### config.mk
export PLATFORM = sky130hd
export DESIGN_NAME = dc_sweep_sequencer_flat
export DESIGN_NICKNAME = d
export VERILOG_FILES = /design/src/rtl/dc_sweep_if.sv /design/src/rtl/dc_sweep_sequencer.sv /design/src/flat_wrapper.sv
export SDC_FILE = /design/constraint.sdc
export NUM_CORES = 1
export LEC_CHECK = 0
export BUFFER_PORTS_ARGS = -buffer_cell sky130_fd_sc_hd__buf_2
export CORE_MARGIN = 5
export CORE_UTILIZATION = 61
export DETAILED_ROUTE_END_ITERATION = 8
export MAX_ROUTING_LAYER = met4
export PLACE_DENSITY_LB_ADDON = 0.05
export SETUP_SLACK_MARGIN = 0.3
export SYNTH_ARGS = -nofsm -noshare
export SYNTH_HDL_FRONTEND = slang
export SYNTH_SLANG_ARGS = --single-unit
### constraint.sdc
create_clock -name clk -period 5.4 [get_ports clk]
set_clock_uncertainty 0.2 [all_clocks]
set_input_delay 0.27 -clock clk [delete_from_list [all_inputs] [get_ports clk]]
set_output_delay 0.27 -clock clk [all_outputs]
set_load 0.01 [all_outputs]
### src/rtl/dc_sweep_if.sv
// Measurement request/ack link and result valid/ready stream between the
// sweep sequencer (master) and the ADC front end / result consumer (slave).
interface dc_sweep_if #(
    parameter int CODE_W = 12,
    parameter int DATA_W = 16
);
    logic              meas_req;
    logic              meas_ack;
    logic [DATA_W-1:0] meas_data;
    logic              res_valid;
    logic              res_ready;
    logic [CODE_W-1:0] res_code;
    logic [DATA_W-1:0] res_data;
    logic              res_last;

    modport master (
        output meas_req,
        input  meas_ack,
        input  meas_data,
        output res_valid,
        input  res_ready,
        output res_code,
        output res_data,
        output res_last
    );

    modport slave (
        input  meas_req,
        output meas_ack,
        output meas_data,
        input  res_valid,
        output res_ready,
        input  res_code,
        input  res_data,
        input  res_last
    );
endinterface

### src/rtl/dc_sweep_sequencer.sv
// DC operating-point sweep sequencer: steps a source code, waits a settle time,
// requests one measurement per point and streams (code, measurement) results.
module dc_sweep_sequencer #(
    parameter int CODE_W   = 12,
    parameter int DATA_W   = 16,
    parameter int PTS_W    = 10,
    parameter int SETTLE_W = 16
) (
    input  logic                clk,
    input  logic                rst_n,
    input  logic                start,
    input  logic                abort,
    input  logic [CODE_W-1:0]   cfg_start,
    input  logic [CODE_W-1:0]   cfg_step,
    input  logic [PTS_W-1:0]    cfg_npts,
    input  logic [SETTLE_W-1:0] cfg_settle,
    output logic [CODE_W-1:0]   src_code,
    output logic                src_en,
    output logic                busy,
    output logic                done,
    output logic                err_ovf,
    dc_sweep_if.master          link
);

    localparam logic [2:0] ST_IDLE   = 3'd0;
    localparam logic [2:0] ST_SET    = 3'd1;
    localparam logic [2:0] ST_SETTLE = 3'd2;
    localparam logic [2:0] ST_MEAS   = 3'd3;
    localparam logic [2:0] ST_OUT    = 3'd4;
    localparam logic [2:0] ST_FIN    = 3'd5;

    logic [2:0]          state_reg, state_next;
    logic [CODE_W-1:0]   code_reg;
    logic [CODE_W-1:0]   step_reg;
    logic [PTS_W-1:0]    npts_reg;
    logic [PTS_W-1:0]    idx_reg;
    logic [SETTLE_W-1:0] settle_reg;
    logic [SETTLE_W-1:0] settle_cnt_reg;
    logic [CODE_W-1:0]   res_code_reg;
    logic [DATA_W-1:0]   res_data_reg;
    logic                res_last_reg;
    logic                err_ovf_reg;

    logic [CODE_W:0] code_sum;
    logic            last_point;
    logic            accept_start;
    logic            capture;
    logic            handshake;
    logic            advance;
    logic            overflow;

    // Extra carry bit detects a step past full scale; the code never wraps.
    assign code_sum     = {1'b0, code_reg} + {1'b0, step_reg};
    assign last_point   = (idx_reg == npts_reg - PTS_W'(1));
    assign accept_start = (state_reg == ST_IDLE) && start;
    assign capture      = (state_reg == ST_MEAS) && link.meas_ack && !abort;
    assign handshake    = (state_reg == ST_OUT) && link.res_ready && !abort;
    assign advance      = handshake && !res_last_reg && !code_sum[CODE_W];
    assign overflow     = handshake && !res_last_reg && code_sum[CODE_W];

    always_comb begin
        state_next = state_reg;
        case (state_reg)
            ST_IDLE:   if (start) state_next = (cfg_npts == '0) ? ST_FIN : ST_SET;
            ST_SET:    state_next = (settle_reg == '0) ? ST_MEAS : ST_SETTLE;
            ST_SETTLE: if (settle_cnt_reg == '0) state_next = ST_MEAS;
            ST_MEAS:   if (link.meas_ack) state_next = ST_OUT;
            ST_OUT:    if (link.res_ready) state_next = (advance) ? ST_SET : ST_FIN;
            ST_FIN:    state_next = ST_IDLE;
            default:   state_next = ST_IDLE;
        endcase
        // Abort overrides everything; FIN is already the terminating state.
        if (abort && (state_reg != ST_IDLE) && (state_reg != ST_FIN))
            state_next = ST_FIN;
    end

    always_ff @(posedge clk or negedge rst_n) begin
        if (!rst_n) begin
            state_reg      <= ST_IDLE;
            code_reg       <= '0;
            step_reg       <= '0;
            npts_reg       <= '0;
            idx_reg        <= '0;
            settle_reg     <= '0;
            settle_cnt_reg <= '0;
            res_code_reg   <= '0;
            res_data_reg   <= '0;
            res_last_reg   <= 1'b0;
            err_ovf_reg    <= 1'b0;
        end else begin
            state_reg <= state_next;
            if (accept_start) begin
                code_reg    <= cfg_start;
                step_reg    <= cfg_step;
                npts_reg    <= cfg_npts;
                settle_reg  <= cfg_settle;
                idx_reg     <= '0;
                err_ovf_reg <= 1'b0;
            end
            // Loaded with settle-1 so SETTLE lasts exactly cfg_settle cycles.
            if (state_reg == ST_SET)
                settle_cnt_reg <= settle_reg - SETTLE_W'(1);
            else if (state_reg == ST_SETTLE)
                settle_cnt_reg <= settle_cnt_reg - SETTLE_W'(1);
            if (capture) begin
                res_code_reg <= code_reg;
                res_data_reg <= link.meas_data;
                res_last_reg <= last_point;
            end
            if (advance) begin
                code_reg <= code_sum[CODE_W-1:0];
                idx_reg  <= idx_reg + PTS_W'(1);
            end
            if (overflow)
                err_ovf_reg <= 1'b1;
        end
    end

    assign busy     = (state_reg != ST_IDLE);
    assign done     = (state_reg == ST_FIN);
    assign src_en   = busy && !done;
    assign src_code = src_en ? code_reg : '0;
    assign err_ovf  = err_ovf_reg;

    // Request and valid drop in the abort cycle itself, not one cycle later.
    assign link.meas_req  = (state_reg == ST_MEAS) && !abort;
    assign link.res_valid = (state_reg == ST_OUT) && !abort;
    assign link.res_code  = res_code_reg;
    assign link.res_data  = res_data_reg;
    assign link.res_last  = res_last_reg;

endmodule

### src/flat_wrapper.sv
// flat-port wrapper written by rule: the top's interface ports become plain ports
module dc_sweep_sequencer_flat 
#(
    parameter int CODE_W   = 12,
    parameter int DATA_W   = 16,
    parameter int PTS_W    = 10,
    parameter int SETTLE_W = 16
)
  (clk, rst_n, start, abort, cfg_start, cfg_step, cfg_npts, cfg_settle, src_code, src_en, busy, done, err_ovf, link_meas_req, link_meas_ack, link_meas_data, link_res_valid, link_res_ready, link_res_code, link_res_data, link_res_last);
  dc_sweep_if #(.CODE_W(CODE_W), .DATA_W(DATA_W)) link_i ();
  input  logic clk;
  input  logic rst_n;
  input  logic start;
  input  logic abort;
  input  logic [CODE_W-1:0] cfg_start;
  input  logic [CODE_W-1:0] cfg_step;
  input  logic [PTS_W-1:0] cfg_npts;
  input  logic [SETTLE_W-1:0] cfg_settle;
  output logic [CODE_W-1:0] src_code;
  output logic src_en;
  output logic busy;
  output logic done;
  output logic err_ovf;
  output wire logic [$bits(link_i.meas_req)-1:0] link_meas_req;
  input wire logic [$bits(link_i.meas_ack)-1:0] link_meas_ack;
  input wire logic [$bits(link_i.meas_data)-1:0] link_meas_data;
  output wire logic [$bits(link_i.res_valid)-1:0] link_res_valid;
  input wire logic [$bits(link_i.res_ready)-1:0] link_res_ready;
  output wire logic [$bits(link_i.res_code)-1:0] link_res_code;
  output wire logic [$bits(link_i.res_data)-1:0] link_res_data;
  output wire logic [$bits(link_i.res_last)-1:0] link_res_last;
  assign link_meas_req = link_i.meas_req;
  assign link_i.meas_ack = link_meas_ack;
  assign link_i.meas_data = link_meas_data;
  assign link_res_valid = link_i.res_valid;
  assign link_i.res_ready = link_res_ready;
  assign link_res_code = link_i.res_code;
  assign link_res_data = link_i.res_data;
  assign link_res_last = link_i.res_last;
  dc_sweep_sequencer #(.CODE_W(CODE_W), .DATA_W(DATA_W), .PTS_W(PTS_W), .SETTLE_W(SETTLE_W)) u_core (.clk(clk), .rst_n(rst_n), .start(start), .abort(abort), .cfg_start(cfg_start), .cfg_step(cfg_step), .cfg_npts(cfg_npts), .cfg_settle(cfg_settle), .src_code(src_code), .src_en(src_en), .busy(busy), .done(done), .err_ovf(err_ovf), .link(link_i));
endmodule
==> flow_summary.html <==
<table>
<tr><th>Metric</th><th>Value</th></tr>
<tr><th colspan="2">Power</th></tr>
<tr><td>Leakage power total</td><td>3.71 nW</td></tr>
<tr><td>Peak supply drop</td><td>0.356 mV</td></tr>
<tr><td>Power density cells</td><td>552 mW/mm2</td></tr>
<tr><td>Design Power</td><td>4.30 mW</td></tr>
<tr><th colspan="2">Final layout</th></tr>
<tr><td>Share of final-layout standard cells stronger than drive strength 1</td><td>23.0%</td></tr>
<tr><td>Most frequent standard cell in the layout excluding fill and tap cells</td><td>sky130_fd_sc_hd__nand2_1</td></tr>
<tr><td>Share of the core filled with cells in the final layout</td><td>76.4%</td></tr>
<tr><td>Antenna diodes</td><td>0</td></tr>
<tr><td>Final design instance area without fill</td><td>0.00779 mm2</td></tr>
<tr><td>Commonest non-fill, non-tap cells in the layout</td><td>149 x sky130_fd_sc_hd__nand2_1, 117 x sky130_fd_sc_hd__buf_2, 109 x sky130_fd_sc_hd__dfrtp_1</td></tr>
<tr><td>Area growth from synthesis to layout</td><td>23.5%</td></tr>
<tr><td>Layout net count</td><td>927</td></tr>
<tr><td>Fill count</td><td>726</td></tr>
<tr><th colspan="2">Setup path</th></tr>
<tr><td>Crit end category</td><td>flop</td></tr>
<tr><td>Required time at the worst-slack endpoint</td><td>5.52 ns</td></tr>
<tr><td>Arrival time reported for the critical path endpoint</td><td>3.62 ns</td></tr>
<tr><td>Critical path fanouts, max</td><td>33</td></tr>
<tr><td>Maximum cell stage delay along the critical path</td><td>0.73 ns</td></tr>
<tr><td>Setup CP Type</td><td>reg2reg</td></tr>
<tr><td>Cells along the critical path</td><td>ha_1, fa_1, a211oi_2, o211ai_1, a311o_1, a21oi_4, mux2_2, mux2i_1</td></tr>
<tr><td>Slowest stage cell, crit path</td><td>sky130_fd_sc_hd__a21oi_4</td></tr>
<tr><td>Kind of cell adding the most delay to the critical path</td><td>compound AO/OA/AOI/OAI gates</td></tr>
<tr><td>Crit path launch type</td><td>flop</td></tr>
<tr><td>Worst path bufs/invs</td><td>0</td></tr>
<tr><td>Flop-to-flop setup slack</td><td>1.89 ns</td></tr>
<tr><th colspan="2">Logic synthesis</th></tr>
<tr><td>Most used flip-flop cell after synthesis</td><td>sky130_fd_sc_hd__dfrtp_1</td></tr>
<tr><td>Syn Area/Cell</td><td>9.30 um2</td></tr>
<tr><td>Library cells used by synthesis</td><td>74</td></tr>
<tr><td>Warnings from Yosys</td><td>0</td></tr>
<tr><td>Number of storage elements in the synthesis netlist</td><td>109</td></tr>
<tr><td>Area share of the largest cell type after synthesis</td><td>43.3%</td></tr>
<tr><td>Synth Net Count</td><td>766</td></tr>
<tr><td>Number of synthesized flops with an enable pin</td><td>0</td></tr>
<tr><td>Sequential area share after synthesis</td><td>43.3%</td></tr>
<tr><td>Yosys top cell by area</td><td>sky130_fd_sc_hd__dfrtp_1</td></tr>
<tr><td>Mapped Area</td><td>0.00631 mm2</td></tr>
<tr><td>Async S/R FF share, synth</td><td>100%</td></tr>
<tr><td>Cell types with the largest area share after synthesis</td><td>sky130_fd_sc_hd__dfrtp_1 43%, sky130_fd_sc_hd__nand2_1 8.9%, sky130_fd_sc_hd__mux2_2 6.4%</td></tr>
<tr><td>Number of instances in the synthesized netlist</td><td>678</td></tr>
<tr><th colspan="2">Status</th></tr>
<tr><td>Outcome</td><td>completed</td></tr>
<tr><th colspan="2">Clock network</th></tr>
<tr><td>Buffer cell driving the clock tree root</td><td>sky130_fd_sc_hd__clkbuf_8</td></tr>
<tr><td>H-tree levels</td><td>3</td></tr>
<tr><td>CTS max path bufs</td><td>2</td></tr>
<tr><td>Clock input transition at the sequential cells of the worst setup and hold paths</td><td>0.09 ns</td></tr>
<tr><td>Worst skew pair latency</td><td>0.40 ns</td></tr>
<tr><td>Hold buffer count at CTS</td><td>65</td></tr>
<tr><td>Number of post-CTS setup repair buffers</td><td>0</td></tr>
<tr><td>Post-cts sizing count</td><td>0</td></tr>
<tr><td>Clock tree from TritonCTS</td><td>done</td></tr>
<tr><td>TritonCTS buffer count</td><td>9</td></tr>
<tr><td>Number of sinks driven by the clock tree</td><td>109</td></tr>
<tr><th colspan="2">Die</th></tr>
<tr><td>Initial cell density of the core</td><td>61.9%</td></tr>
<tr><td>Die X</td><td>112 um</td></tr>
<tr><td>Cell row count</td><td>37</td></tr>
<tr><td>Die span in y</td><td>112 um</td></tr>
<tr><td># IOs</td><td>119</td></tr>
<tr><td>Die area</td><td>0.0125 mm2</td></tr>
<tr><td>Core area</td><td>0.0102 mm2</td></tr>
<tr><th colspan="2">Placement</th></tr>
<tr><td>Area of placed instances</td><td>0.00694 mm2</td></tr>
<tr><td>Count of input and output buffers</td><td>118</td></tr>
<tr><td>Post-detailed-placement half-perimeter wirelength</td><td>10900 um</td></tr>
<tr><td>Gp weighted congestion</td><td>0.887</td></tr>
<tr><th colspan="2">STA</th></tr>
<tr><td>Setup TNS</td><td>0 ns</td></tr>
<tr><td>Relative slew slack</td><td>36.4%</td></tr>
<tr><td>Min Clock Period, post-route</td><td>3.51 ns</td></tr>
<tr><td>Slew at the pin closest to its max-slew limit</td><td>0.953 ns</td></tr>
<tr><td>Number of endpoints failing setup at the final stage</td><td>0</td></tr>
<tr><td>Setup repair after global routing missed its margin</td><td>false</td></tr>
<tr><td>Total count of max-transition violations in the final report</td><td>0</td></tr>
<tr><td>Final clock period utilization by the worst path</td><td>65.0%</td></tr>
<tr><td>Hold violation total from the final report</td><td>0</td></tr>
<tr><td>Max Clock Freq</td><td>285 MHz</td></tr>
<tr><th colspan="2">GRT</th></tr>
<tr><td>Most used routing layer in global routing</td><td>met2</td></tr>
<tr><td>First-pass GRT wire length</td><td>28000 um</td></tr>
<tr><td>Global routing usage on met2</td><td>48.8%</td></tr>
<tr><td>Total global-route track usage</td><td>28.3%</td></tr>
<tr><td>GR Overflow Total</td><td>0</td></tr>
<tr><td>Met3 track demand over resource in global routing</td><td>5.60%</td></tr>
<tr><td>Number of global-route vias before repair</td><td>5827</td></tr>
<tr><td>Maximum number of pins on one net before global-route repair</td><td>76</td></tr>
<tr><td>Antenna violations before repair</td><td>0</td></tr>
<tr><td>Routing usage on met1</td><td>32.6%</td></tr>
<tr><th colspan="2">Drt</th></tr>
<tr><td>Post-detailed-route wirelength per cell</td><td>16.8 um</td></tr>
<tr><td>Number of DRC markers after the initial detailed-route iteration</td><td>383</td></tr>
<tr><td>First-pass iteration count of the detailed router</td><td>4</td></tr>
<tr><td>Via count</td><td>5619</td></tr>
<tr><td>Via density per instance</td><td>5.73</td></tr>
<tr><td>Routed Wire Length</td><td>16400 um</td></tr>
<tr><td>Final ANT Viol Nets</td><td>0</td></tr>
<tr><td>Total DRC errors in the routed layout</td><td>0</td></tr>
<tr><th colspan="2">Flow run</th></tr>
<tr><td>Max Cap Violations</td><td>0</td></tr>
<tr><th colspan="2">Worst hold path</th></tr>
<tr><td>Class of the tightest hold or removal check</td><td>in2reg</td></tr>
</table>
synthesized netlist by cell type (2+ instances only):
| cell type | instances |
|---|---|
| sky130_fd_sc_hd__nand3b_1 | 3 |
| sky130_fd_sc_hd__a32oi_1 | 2 |
| sky130_fd_sc_hd__o21ai_0 | 40 |
| sky130_fd_sc_hd__o21ai_1 | 2 |
| sky130_fd_sc_hd__o221ai_1 | 2 |
| sky130_fd_sc_hd__a22o_1 | 6 |
| sky130_fd_sc_hd__xor2_1 | 8 |
| sky130_fd_sc_hd__nor2b_1 | 7 |
| sky130_fd_sc_hd__nand2b_1 | 8 |
| sky130_fd_sc_hd__nand3_1 | 6 |
| sky130_fd_sc_hd__nor2_1 | 24 |
| sky130_fd_sc_hd__nor4_1 | 8 |
| sky130_fd_sc_hd__and4b_1 | 2 |
| sky130_fd_sc_hd__o31ai_1 | 2 |
| sky130_fd_sc_hd__a21o_1 | 5 |
| sky130_fd_sc_hd__o21bai_1 | 2 |
| sky130_fd_sc_hd__a21oi_1 | 35 |
| sky130_fd_sc_hd__a31oi_1 | 4 |
| sky130_fd_sc_hd__dfrtp_1 | 109 |
| sky130_fd_sc_hd__a31o_2 | 2 |
| sky130_fd_sc_hd__and3_1 | 6 |
| sky130_fd_sc_hd__nor3_1 | 23 |
| sky130_fd_sc_hd__buf_6 | 2 |
| sky130_fd_sc_hd__o32ai_1 | 2 |
| sky130_fd_sc_hd__ha_1 | 15 |
| sky130_fd_sc_hd__nand4_1 | 2 |
| sky130_fd_sc_hd__clkbuf_1 | 18 |
| sky130_fd_sc_hd__buf_4 | 2 |
| sky130_fd_sc_hd__nor3b_2 | 2 |
| sky130_fd_sc_hd__nor3b_1 | 3 |
| sky130_fd_sc_hd__o211ai_1 | 4 |
| sky130_fd_sc_hd__o32a_1 | 2 |
| sky130_fd_sc_hd__and2_1 | 16 |
| sky130_fd_sc_hd__or3_1 | 6 |
| sky130_fd_sc_hd__inv_1 | 9 |
| sky130_fd_sc_hd__mux2_2 | 36 |
| sky130_fd_sc_hd__or4_1 | 3 |
| sky130_fd_sc_hd__xnor2_1 | 21 |
| sky130_fd_sc_hd__and3b_1 | 2 |
| sky130_fd_sc_hd__buf_2 | 16 |
| sky130_fd_sc_hd__mux2i_1 | 22 |
| sky130_fd_sc_hd__nand2_1 | 150 |
| sky130_fd_sc_hd__o22ai_1 | 5 |
| sky130_fd_sc_hd__a211oi_1 | 4 |
power breakdown:
part | leakage (nW) | internal (mW) | total (mW) | switching (mW)
Combinational | 2.23 | 1.01 | 2.26 | 1.25
Clock | 0.0959 | 0.228 | 0.512 | 0.283
Sequential | 1.38 | 1.16 | 1.53 | 0.367
Total | 3.71 | 2.40 | 4.30 | 1.90
cells by family (layout without fill, tap and decap cells):
kind of cell    after synthesis  in the layout  share of synthesized area (%)
xor+xnor                     29             29                           4.03
simple gates                283            283                           22.0
compound gates              134            134                           13.7
fa+ha+maj                    16             16                           3.29
buf+inv                      48            214                           3.53
mux                          59             59                           10.2
flops                       109            109                           43.3
worst reg2reg max path, stage by stage (launching register included):
cell                       delay, ns
sky130_fd_sc_hd__dfrtp_1        0.42
sky130_fd_sc_hd__ha_1           0.24
sky130_fd_sc_hd__fa_1           0.45
sky130_fd_sc_hd__a211oi_2       0.26
sky130_fd_sc_hd__o211ai_1       0.19
sky130_fd_sc_hd__a311o_1        0.39
sky130_fd_sc_hd__a21oi_4        0.73
sky130_fd_sc_hd__mux2_2         0.43
sky130_fd_sc_hd__mux2i_1        0.12
final cells by class:
class | instances | area, um2 | share of cell area [%]
clock buffers | 11 | 141 | 1.82
clock inverters | 5 | 58.8 | 0.755
inverters | 9 | 33.8 | 0.434
multi-input cells | 521 | 3370 | 43.2
flip-flops and latches | 109 | 2730 | 35.0
well taps | 136 | 170 | 2.19
repair buffers | 189 | 1290 | 16.6
through the flow:
step           worst slack (ns)  cells  hold WS [ns]
2_1_floorplan              2.56    678        -0.226
3_3_place_gp               2.01    899         0.259
3_5_place_dp               1.91    899         0.263
4_1_cts                    1.89    980       0.00199
5_1_grt                    1.70    980        0.0115
6_report                   1.89    980        0.0157
routing by layer:
metal	vias to the layer above	wire [um]
met3	47	657
met5	-	0
met1	2734	6540
met2	138	8680
met4	0	554
li1	2700	-
worst paths after layout:
kind | cells past startpoint | start | to
worst max-delay path | 8 | u_core.code_reg[0]$_DFFE_PN0P_ | u_core.idx_reg[7]$_DFFE_PN0P_
min in group asynchronous | 2 | rst_n | u_core.settle_cnt_reg[7]$_DFFE_PN0P_
worst max register to register | 8 | u_core.code_reg[0]$_DFFE_PN0P_ | u_core.idx_reg[7]$_DFFE_PN0P_
max in group asynchronous | 3 | rst_n | u_core.link.res_data[11]$_DFFE_PN0P_
worst min-delay path | 3 | cfg_start[2] | u_core.code_reg[2]$_DFFE_PN0P_
worst min register to register | 2 | u_core.step_reg[10]$_DFFE_PN0P_ | u_core.step_reg[10]$_DFFE_PN0P_
(Power assumes the default switching activity.)
